--- src/rtl/axi_arbiter_w.sv ---
// Write-channel arbiter: grants one of four AXI masters access to the DDR
// controller for one complete write burst (AW handshake plus all W beats).
// Optional build macro AXI_ARB_W_ROUND_ROBIN_EN selects round-robin arbitration
// starting after the last-granted master; without it, fixed priority s0 > s1 > s2 > s3.
module axi_arbiter_w #(
  parameter int unsigned LEN_WIDTH = 4
) (
  input  logic                 clk,
  input  logic                 rst_n,
  input  logic                 s0_AWVALID,
  input  logic                 s1_AWVALID,
  input  logic                 s2_AWVALID,
  input  logic                 s3_AWVALID,
  input  logic                 axi_awvalid,
  input  logic                 axi_awready,
  input  logic [LEN_WIDTH-1:0] axi_awlen,
  input  logic                 axi_wready,
  output logic                 s0_wgrnt,
  output logic                 s1_wgrnt,
  output logic                 s2_wgrnt,
  output logic                 s3_wgrnt,
  output logic [1:0]           wr_grnt_id,
  output logic                 wr_busy,
  output logic                 wr_done
);

  typedef enum logic [1:0] {StIdle, StAddr, StData} state_e;

  state_e               state_q, state_d;
  logic [3:0]           grant_q, grant_d;
  logic [1:0]           gid_q, gid_d;
  logic [1:0]           ptr_q, ptr_d;
  logic [LEN_WIDTH-1:0] len_q, len_d;
  logic [LEN_WIDTH-1:0] cnt_q, cnt_d;
  logic                 done_q, done_d;
  // Low for the first edge after reset release so no grant lands on that edge.
  logic                 en_q, en_d;

  logic [3:0] req;
  logic [1:0] pick_idx;
  logic       pick_vld;
  logic [1:0] cand;

  assign req = {s3_AWVALID, s2_AWVALID, s1_AWVALID, s0_AWVALID};

  // Select the winning requester.
  always_comb begin
    pick_idx = 2'd0;
    pick_vld = 1'b0;
    cand     = 2'd0;
`ifdef AXI_ARB_W_ROUND_ROBIN_EN
    // Search last-granted+1 upward; offset 4 wraps back to the pointer itself.
    for (int i = 1; i <= 4; i++) begin
      cand = ptr_q + 2'(i);
      if (!pick_vld && req[cand]) begin
        pick_vld = 1'b1;
        pick_idx = cand;
      end
    end
`else
    // Descending scan so the lowest index wins.
    for (int i = 3; i >= 0; i--) begin
      if (req[i]) begin
        pick_vld = 1'b1;
        pick_idx = 2'(i);
      end
    end
`endif
  end

  // Next-state and datapath updates for the burst FSM.
  always_comb begin
    state_d = state_q;
    grant_d = grant_q;
    gid_d   = gid_q;
    ptr_d   = ptr_q;
    len_d   = len_q;
    cnt_d   = cnt_q;
    done_d  = 1'b0;
    en_d    = 1'b1;
    unique case (state_q)
      StIdle: begin
        grant_d = 4'b0000;
        gid_d   = 2'd0;
        if (en_q && pick_vld) begin
          grant_d = 4'b0001 << pick_idx;
          gid_d   = pick_idx;
          state_d = StAddr;
        end
      end
      StAddr: begin
        // Grant is held regardless of the master's AWVALID until the handshake.
        if (axi_awvalid && axi_awready) begin
          len_d   = axi_awlen;
          cnt_d   = '0;
          state_d = StData;
        end
      end
      StData: begin
        if (axi_wready) begin
          if (cnt_q == len_q) begin
            done_d  = 1'b1;
            grant_d = 4'b0000;
            gid_d   = 2'd0;
            ptr_d   = gid_q;
            state_d = StIdle;
          end else begin
            cnt_d = cnt_q + 1'b1;
          end
        end
      end
      default: begin
        state_d = StIdle;
        grant_d = 4'b0000;
        gid_d   = 2'd0;
      end
    endcase
  end

  // State register with asynchronous active-low reset.
  always_ff @(posedge clk or negedge rst_n) begin
    if (!rst_n) begin
      state_q <= StIdle;
      grant_q <= 4'b0000;
      gid_q   <= 2'd0;
      ptr_q   <= 2'd3;
      len_q   <= '0;
      cnt_q   <= '0;
      done_q  <= 1'b0;
      en_q    <= 1'b0;
    end else begin
      state_q <= state_d;
      grant_q <= grant_d;
      gid_q   <= gid_d;
      ptr_q   <= ptr_d;
      len_q   <= len_d;
      cnt_q   <= cnt_d;
      done_q  <= done_d;
      en_q    <= en_d;
    end
  end

  assign s0_wgrnt   = grant_q[0];
  assign s1_wgrnt   = grant_q[1];
  assign s2_wgrnt   = grant_q[2];
  assign s3_wgrnt   = grant_q[3];
  assign wr_grnt_id = gid_q;
  assign wr_busy    = (state_q != StIdle);
  assign wr_done    = done_q;

endmodule

--- config.mk ---
export PLATFORM = sky130hd
export DESIGN_NAME = axi_arbiter_w
export DESIGN_NICKNAME = d
export VERILOG_FILES = /design/src/rtl/axi_arbiter_w.sv
export SDC_FILE = /design/constraint.sdc
export NUM_CORES = 1
export LEC_CHECK = 0
export ABC_CLOCK_PERIOD_IN_PS = 1500
export BUFFER_PORTS_ARGS = -buffer_cell sky130_fd_sc_hd__buf_2
export CORE_MARGIN = 1.5
export CORE_UTILIZATION = 46
export DETAILED_ROUTE_END_ITERATION = 7
export HOLD_SLACK_MARGIN = 0.05
export PLACE_DENSITY = 0.77
export SYNTH_ARGS = -nofsm -noshare
export SYNTH_HDL_FRONTEND = slang
export SYNTH_SLANG_ARGS = --single-unit
--- constraint.sdc ---
create_clock -name clk -period 1.5 [get_ports clk]
set_input_delay 0.3 -clock clk [delete_from_list [all_inputs] [get_ports clk]]
set_output_delay 0.3 -clock clk [all_outputs]
set_load 0.03 [all_outputs]
==> reports/metrics.cfg <==
[detailed_routing]
drt-wirelength-per-cell_um=13.2
viasPerCell=5.36
first_iter_violations=17
first_pass_iters=6
num_vias=766
remaining_drc_errors=0
ant_nets=0
wirelength_um=1880

[pwr]
finalPower_w=0.00203
ir_worst_vdd_v=0.00107
leakagePower_nw=0.574
power-per-cell-area_nw_per_um2=1750

[timing]
fin_ws_ns=-0.111
fin_skew_ns=0.00319
rsz0062_at_grt=yes
fmax_mhz=621
min_period_ns=1.61
tightestPinTransition_ns=0.541
setup_tns_ns=-0.788
drv_slew=0
relSlewSlack=0.635
setup_viol=11
final.period_utilization=1.07
hold_viol_final=0

[clock_tree]
insertion_delay_ns=0.29
clkSinkCount=18
clkSlewWorstSetupHoldPaths_ns=0.10
cts_max_level=1
cts_buffers=3
cts_tree=done
clockRootBuffer=clkbuf_4
clk_path_buf_depth=2

[die]
core_um2=1780
fp.dieH_um=47.3
start_util=0.505
io_pins=21
die_x_um=47.3
die-area_um2=2230
row_count=15

[cells_and_area]
nFillCells=144
utilization=0.651
final_layout_size_suffix_gt1_frac=0.356
nNetsFinal=133
antenna-diode-count=0
seq_area_um2=450
area_growth_pct=28.7
postLayoutCellArea_um2=1160
multi_input_area_um2=447

[run]
drv_cap=0

[yosys]
synth_cells=87
synth.largest_area_cell=dfrtp_1
synth_area_per_cell_um2=10.4
yosys_warnings=0
ys_seq_area_frac=0.500
synth_edf_count=0
ys_async_sr_fraction=1.00
syn-num-nets=101
netlist.area_leader.share=0.500
synth-main-ff-cell=dfrtp_1
ys_ff_latch=18
synth_area_um2=901
synth.area.top_cells=dfrtp_1 (50%), mux2_2 (5.0%), nand2_1 (4.2%), o21ai_0 (3.9%), xor2_1 (3.9%)
synthDistinctLibCells=31

[critical_path]
critPathKind=flop to flop
crit_required_ns=1.69
critPathMaxFanout=2
r2r_slack_ns=-0.11
crit_chain=xor2_1 > o41ai_1 > mux2i_1 > a22o_1
critical_path.max_stage_delay_ns=0.57
start_kind=flop
endpoint_kind=flop
arrival_ns=1.80
cp_slowest_cell=o41ai_1

[global_route]
grtUsageTotal=0.188
grt_overflow_total=0
grt_max_degree=19
grt_pass1_vias=690
antenna_found_initial=0
grt_pass1_wl_um=2890

[placement]
dpl.hpwl_um=1360
dp_slack_ns=-0.0812
placed_cell_area_um2=1080
portBuffers=20
place_congestion=0.861

[min_path]
min_path_type=primary input to flop

[run_status]
status=complete, but fails checks
failed_checks=negative setup slack

## registers in the layout (all words and copies together), names as in the netlist
signal / flops
wr_grnt_id: 2
cnt_q: 4
state_q: 2
wr_done: 1
en_q: 1
grant_q: 4
len_q: 4
## stage by stage
step | hold slack, ns | instances
6_report | 0.241 | 143
5_1_grt | 0.221 | 143
4_1_cts | 0.234 | 143
3_5_place_dp | 0.253 | 137
3_3_place_gp | 0.243 | 137
2_1_floorplan | 0.00441 | 87
## area by class of cell
| cell class | instances | area share |
|---|---|---|
| Clock buffer | 4 | 0.0313 |
| Inverter | 4 | 0.0129 |
| Multi-Input combinational cell | 63 | 0.385 |
| Sequential cell | 18 | 0.388 |
| Tap cell | 25 | 0.0270 |
| Timing Repair Buffer | 29 | 0.155 |
## cells in the mapped netlist (2+ instances only)
master / instances
mux2_2: 4
nand4_1: 2
o41ai_1: 2
o2bb2ai_1: 2
nand2_1: 10
xor2_1: 4
mux2i_1: 2
inv_1: 4
o21ai_0: 7
a21oi_1: 5
dfrtp_1: 18
nand2b_1: 2
nor2_1: 6
nor2b_1: 2
## cell families after synthesis
logic type	count (synthesis)	synth area share
AOI/OAI and AO/OA	23	0.182
xor gates and xnor gates	4	0.0389
adders and majority gates	1	0.0139
buffers and inverters	6	0.0264
DFF	18	0.500
muxes	6	0.0722
other	1	0.00416
and+or+nand+nor	28	0.162
## report_power, final
part	switching [W]	leakage, nW	total (W)	internal [W]
Sequential	0.000135	0.235	0.000769	0.000635
Combinational	0.000534	0.318	0.000968	0.000435
Clock	0.000142	0.0210	0.000290	0.000148
## path summary, 6_finish.rpt
path,from,end,cells after the start
worst max-delay path,len_q[3],cnt_q[0],4
worst min-delay path,axi_awlen[2],len_q[2],2
worst min register to register,len_q[2],len_q[2],1
worst max register to register,len_q[3],cnt_q[0],4
min in group asynchronous,rst_n,wr_done,2
max in group asynchronous,rst_n,cnt_q[3],2
## per-layer routing
layer,share of wire,GRT usage,vias up,routed length [um]
li1,-,-,371,-
met1,0.43,0.225,370,815
met2,0.52,0.316,25,974
met3,0.049,0.0731,0,93
met4,0,0.0444,0,0
met5,0,0,-,0
## placed cells by master (no fill, tap or decap), types with 2 or more instances in the layout
master | Yosys | final
buf_2 | 1 | 19
dfrtp_1 | 18 | 18
nand2_1 | 10 | 10
buf_4 | 0 | 7
nor2_1 | 6 | 5
a21oi_1 | 5 | 5
o21ai_1 | 0 | 5
inv_1 | 4 | 4
xor2_1 | 4 | 4
mux2_2 | 4 | 4
clkbuf_4 | 0 | 3
nor2_4 | 1 | 2
nand2b_1 | 2 | 2
nor2b_1 | 2 | 2
o41ai_1 | 2 | 2
o2bb2ai_2 | 0 | 2
mux2i_1 | 2 | 2
nand4_1 | 2 | 2
o21ai_0 | 7 | 2
buf_6 | 0 | 2
## critical path, delay by kind of cell (launching register included)
family | cells | cell delay (ns)
AOI/OAI and AO/OA | 2 | 0.77
xor gates and xnor gates | 1 | 0.18
muxes | 1 | 0.15
DFF | 1 | 0.41
## what timing repair did
action                     4_1_cts  5_1_grt
gates resized for setup          5        8
hold endpoints to repair        18        0
gates cloned                     0        0
pin swaps                        7        2
setup buffers                    1        0
hold buffers                     1        0
setup endpoints to repair       12       13
(Power assumes the default switching activity.)
